==> src/rtl/bus_arb_pkg.sv <==
// Shared register-bus constants for the bus_arb slice: default widths,
// FSM state encodings and the ack-type matcher.
package bus_arb_pkg;

  localparam int BUS_ADDR_W = 16;
  localparam int BUS_DATA_W = 32;

  localparam logic [1:0] ST_IDLE   = 2'd0;
  localparam logic [1:0] ST_STROBE = 2'd1;
  localparam logic [1:0] ST_WAIT   = 2'd2;
  localparam logic [1:0] ST_DONE   = 2'd3;

  // Only the ack of the in-flight transaction type completes it.
  function automatic logic ack_match(input logic we, input logic rd_ack, input logic wr_ack);
    return we ? wr_ack : rd_ack;
  endfunction

endpackage

==> src/rtl/bus_arb_rr.sv <==
// Two-way round-robin selector: on a tie, grant the requester not granted last.
module bus_arb_rr (
  input  logic [1:0] req,
  input  logic       last,
  output logic [1:0] grant
);

  always_comb begin
    grant = 2'b00;
    case (req)
      2'b01:   grant = 2'b01;
      2'b10:   grant = 2'b10;
      2'b11:   grant = last ? 2'b01 : 2'b10;
      default: grant = 2'b00;
    endcase
  end

endmodule

==> src/rtl/bus_arb.sv <==
// Two-master register-bus arbiter, one transaction in flight at a time.
// Optional strobe-to-ack timeout enabled by defining BUS_ARB_TIMEOUT_EN.
module bus_arb
  import bus_arb_pkg::*;
#(
  parameter int ADDR_WIDTH = BUS_ADDR_W,
  parameter int DATA_WIDTH = BUS_DATA_W,
  parameter int TIMEOUT    = 255
) (
  input  logic                  bus_clk,
  input  logic                  bus_reset,
  input  logic                  m0_req,
  input  logic                  m0_we,
  input  logic [ADDR_WIDTH-1:0] m0_addr,
  input  logic [DATA_WIDTH-1:0] m0_wr_data,
  output logic                  m0_ack,
  output logic                  m0_err,
  output logic [DATA_WIDTH-1:0] m0_rd_data,
  input  logic                  m1_req,
  input  logic                  m1_we,
  input  logic [ADDR_WIDTH-1:0] m1_addr,
  input  logic [DATA_WIDTH-1:0] m1_wr_data,
  output logic                  m1_ack,
  output logic                  m1_err,
  output logic [DATA_WIDTH-1:0] m1_rd_data,
  output logic [ADDR_WIDTH-1:0] bus_addr,
  output logic [DATA_WIDTH-1:0] bus_wr_data,
  output logic                  bus_re,
  output logic                  bus_we,
  input  logic [DATA_WIDTH-1:0] bus_rd_data,
  input  logic                  bus_rd_ack,
  input  logic                  bus_wr_ack
);

  logic [1:0]                 state;
  logic                       sel;
  logic                       last;
  logic                       we_q;
  logic [1:0]                 req;
  logic [1:0]                 grant;
  logic [1:0]                 ack;
  logic [1:0]                 err;
  logic [1:0][DATA_WIDTH-1:0] rd;
  logic                       busy;
  logic                       hit;
  logic                       expire;

  assign req  = {m1_req, m0_req};
  assign busy = (state == ST_STROBE) || (state == ST_WAIT);
  assign hit  = busy && ack_match(we_q, bus_rd_ack, bus_wr_ack);

  bus_arb_rr u_rr (
    .req   (req),
    .last  (last),
    .grant (grant)
  );

`ifdef BUS_ARB_TIMEOUT_EN
  logic [15:0] cnt;

  // cnt is 0 in the strobe cycle, so expiry lands TIMEOUT cycles after it.
  always_ff @(posedge bus_clk) begin
    if (bus_reset || !busy) cnt <= '0;
    else                    cnt <= cnt + 16'd1;
  end

  assign expire = busy && (cnt == 16'(TIMEOUT - 1));
`else
  logic unused_timeout;
  assign unused_timeout = (TIMEOUT == 0);
  assign expire         = 1'b0;
`endif

  always_ff @(posedge bus_clk) begin
    if (bus_reset) begin
      state       <= ST_IDLE;
      sel         <= 1'b0;
      last        <= 1'b1;
      we_q        <= 1'b0;
      bus_addr    <= '0;
      bus_wr_data <= '0;
      bus_re      <= 1'b0;
      bus_we      <= 1'b0;
      ack         <= '0;
      err         <= '0;
      rd          <= '0;
    end else begin
      bus_re <= 1'b0;
      bus_we <= 1'b0;
      ack    <= '0;
      err    <= '0;
      rd     <= '0;
      case (state)
        ST_IDLE: begin
          if (|req) begin
            sel         <= grant[1];
            last        <= grant[1];
            we_q        <= grant[1] ? m1_we      : m0_we;
            bus_addr    <= grant[1] ? m1_addr    : m0_addr;
            bus_wr_data <= grant[1] ? m1_wr_data : m0_wr_data;
            bus_re      <= grant[1] ? !m1_we     : !m0_we;
            bus_we      <= grant[1] ? m1_we      : m0_we;
            state       <= ST_STROBE;
          end
        end
        ST_STROBE, ST_WAIT: begin
          if (hit) begin
            ack[sel] <= 1'b1;
            rd[sel]  <= we_q ? '0 : bus_rd_data;
            state    <= ST_DONE;
          end else if (expire) begin
            ack[sel] <= 1'b1;
            err[sel] <= 1'b1;
            state    <= ST_DONE;
          end else begin
            state <= ST_WAIT;
          end
        end
        default: state <= ST_IDLE;
      endcase
    end
  end

  assign m0_ack     = ack[0];
  assign m1_ack     = ack[1];
  assign m0_err     = err[0];
  assign m1_err     = err[1];
  assign m0_rd_data = rd[0];
  assign m1_rd_data = rd[1];

endmodule

==> config.mk <==
export PLATFORM = sky130hd
export DESIGN_NAME = bus_arb
export DESIGN_NICKNAME = d
export VERILOG_FILES = /design/src/rtl/bus_arb_pkg.sv /design/src/rtl/bus_arb_rr.sv /design/src/rtl/bus_arb.sv
export SDC_FILE = /design/constraint.sdc
export NUM_CORES = 1
export LEC_CHECK = 0
export BUFFER_PORTS_ARGS = -buffer_cell sky130_fd_sc_hd__buf_2
export CAP_MARGIN = 0
export CORE_AREA = 2 2 127 129
export DETAILED_ROUTE_END_ITERATION = 6
export DIE_AREA = 0 0 129 131
export SYNTH_ARGS = -nofsm -noshare
export SYNTH_HDL_FRONTEND = slang
export SYNTH_SLANG_ARGS = --single-unit
export TNS_END_PERCENT = 100
==> constraint.sdc <==
create_clock -name bus_clk -period 3.8 [get_ports bus_clk]
set_input_delay 0.57 -clock bus_clk [delete_from_list [all_inputs] [get_ports bus_clk]]
set_output_delay 0.57 -clock bus_clk [all_outputs]
set_load 0.1 [all_outputs]
==> metrics <==
top post-synthesis cells by area dfxtp_1, nor2_1, a211oi_1, a21oi_1, nand2b_1; Chip Width 129 um; DRC Markers 0; Post-synth EDFFs 0; Initial DRC Count 155; largest net degree at the start of global routing 51; met3 usage 6.963%; Synth area leader dfxtp_1; gr busiest metal met2; total power 6.198 mW; WHS Path Cells 3; gp weighted congestion 0.7341; setup bufs post-CTS 0; area of the multi-input gates 1628 um2; Synth Area in Adders 0.5903%; total vias in the final route 4,098; row cnt 46; Worst Max-Slew Pin Slew 1.061 ns; Cell variety after synth 29; hold buffer count at CTS 0; Peak Freq 474.2 MHz; die area 16,900 um2; Hold/Removal Path Class input port to flip-flop; Worst R2R Setup Slack 1.69 ns; final clock skew 0.009521 ns; CTS tree yes; compound-gate portion of the synthesized area 16.06%; Clock Sinks 121; overflow left after global routing 0; met1 Use GR 17.63%; Simple-Gate Fraction of Synth Area 20.37%; Setup Total Neg Slack 0 ns; # resized after CTS 0; Pleak 3.140 nW; top-count cell post-synth dfxtp_1; Clock Path Buffers 2; Die Y 131 um; top cells by count, synth dfxtp_1, nor2_1, a21oi_1; Final Hold Fails 0; Ant. Diodes 0; unrepaired setup endpoints after global routing false; VDD IR-drop max 0.6277 mV; H-tree lvl count 4; Finished Layout Cells 946; FF-to-FF End bus_wr_data[1]; Clock Latency Late Sink 0.41 ns; WL/cell 13.69 um; Synth Flop Type dfxtp_1; final net count 856; fin crit share 55.50%; Starting Density 27.18%; status complete, no violations; FILL cells 1,595; Setup crit end bus_wr_data[1]; post-synth top area share 57.14%; Setup crit start state[0]; vias per cell 4.332; PD cells 995.3 nW/um2; min Tclk post-route 2.109 ns; Worst Path Arrival 2.42 ns; Routed Antenna Nets 0; Warnings, synthesis 0; vias in the first global route 3,918; critical path peak fanout 50; Avg Cell Area, Syn 8.868 um2; area grow syn2layout 46.90%; DRT Wirelength 12.95 mm; GRT Util Overall 15.15%; xor/xnor share of the synthesized area 0%; largest family of logic cells by synthesized area simple AND/OR/NAND/NOR gates; IO Pins 254; Port Buf Inserts 251; core area 15,600 um2; root buffer cell clkbuf_16; DRT Pass-1 Iters 4; M2 GR Usage 24.59%; first-pass GRT wire length 19.77 mm; r2r startpoint state[0]; FF-to-FF path depth 5; Slew headroom 29.25%; kind of critical path flip-flop to flip-flop; Synth Register Bits 121; MaxCap Viol Count 0; DP Cell Count 915; Critical Path Start Type flip-flop; HPWL Detailed 9.052 mm; post-synthesis sequential area ratio 57.14%; initial antenna violation count 0; storage element area 2422 um2; CP endpoint kind flip-flop; mux cell area share after synthesis 0.7379%; Worst Path Required 4.11 ns; Post-Synthesis Cells 478; Pins Over Slew Limit 0; clock-pin slew on the worst setup and hold paths 0.06 ns; Final Setup Violations 0; Inserted Clock Buffers 17; end-of-flow core utilization 39.92%; layout cell share with drive strength beyond 1 40.27%; Mapped Area 4239 um2; Synth async-reset ratio 0%
[layer usage]
layer  up-vias  wire (um)
met4         0        203
met2       189       5952
met5         -          0
met1      1834       5551
li1       2057          -
met3        18       1244
[metrics by stage]
stage | instance area [um2] | worst slack, ns | hold slack, ns
after floorplan | 4243 | 2.305 | 0.4871
after global placement | 5644 | 1.524 | 0.4873
after detailed placement | 5644 | 1.462 | 0.4881
after CTS | 6227 | 1.670 | 0.3814
after global routing | 6227 | 1.420 | 0.3862
final | 6227 | 1.691 | 0.3981
[logic make-up after synthesis]
logic type                 count (synthesis)
muxes                                      3
DFF                                      121
adders and majority gates                  2
AOI/OAI and AO/OA                        106
buffers and inverters                     42
and+or+nand+nor                          203
other                                      1
[state kept, by name, summed over array words and instances (netlist names)]
name and count:
bus_wr_data 32, m0_rd_data 32, m1_rd_data 32, bus_addr 16, ack 2, state 2, bus_re 1, bus_we 1
last 1, sel 1, we_q 1
[report_power, final]
group | total, mW | internal (mW) | leakage, nW | switching, mW
clock network | 1.58 | 1.03 | 0.286 | 0.549
logic | 2.98 | 0.553 | 1.86 | 2.43
registers | 1.64 | 1.53 | 0.989 | 0.113
total | 6.20 | 3.11 | 3.14 | 3.09
[worst min path at each step]
stage                    start              end  slack [ns]
2_1_floorplan         state[1]         state[1]        0.49
3_3_place_gp   bus_wr_data[10]  bus_wr_data[10]        0.49
3_5_place_dp       bus_addr[6]      bus_addr[6]        0.49
4_1_cts         m0_wr_data[12]  bus_wr_data[12]        0.38
5_1_grt         m0_wr_data[28]  bus_wr_data[28]        0.39
6_report        m0_wr_data[12]  bus_wr_data[12]        0.40
[area by class of cell]
type,instances,area share (%)
flip-flops and latches,121,38.90
multi-input cells,316,26.14
repair buffers,258,21.02
inverters,4,0.2411
clock inverters,7,1.467
well taps,216,4.340
clock buffers,24,7.896
[worst max-delay path: stages, from the launching register on]
cell and delay [ns]:
dfxtp_1 0.32, inv_1 0.06, ha_1 0.37, o21a_2 0.92, nor2_1 0.11, a211oi_1 0.24
[cells in the final DEF, fill, tap and decap left out, types with 2 or more instances in the layout]
cell,n
buf_2,251
dfxtp_1,121
nor2_1,117
a21oi_1,50
a211oi_1,49
nand2_1,48
nand2b_1,32
clkbuf_16,17
buf_4,7
inv_1,4
clkbuf_8,4
clkbuf_1,3
clkinv_2,3
mux2i_1,2
ha_1,2
conb_1,2
bufinv_16,2
(Power assumes the default switching activity.)
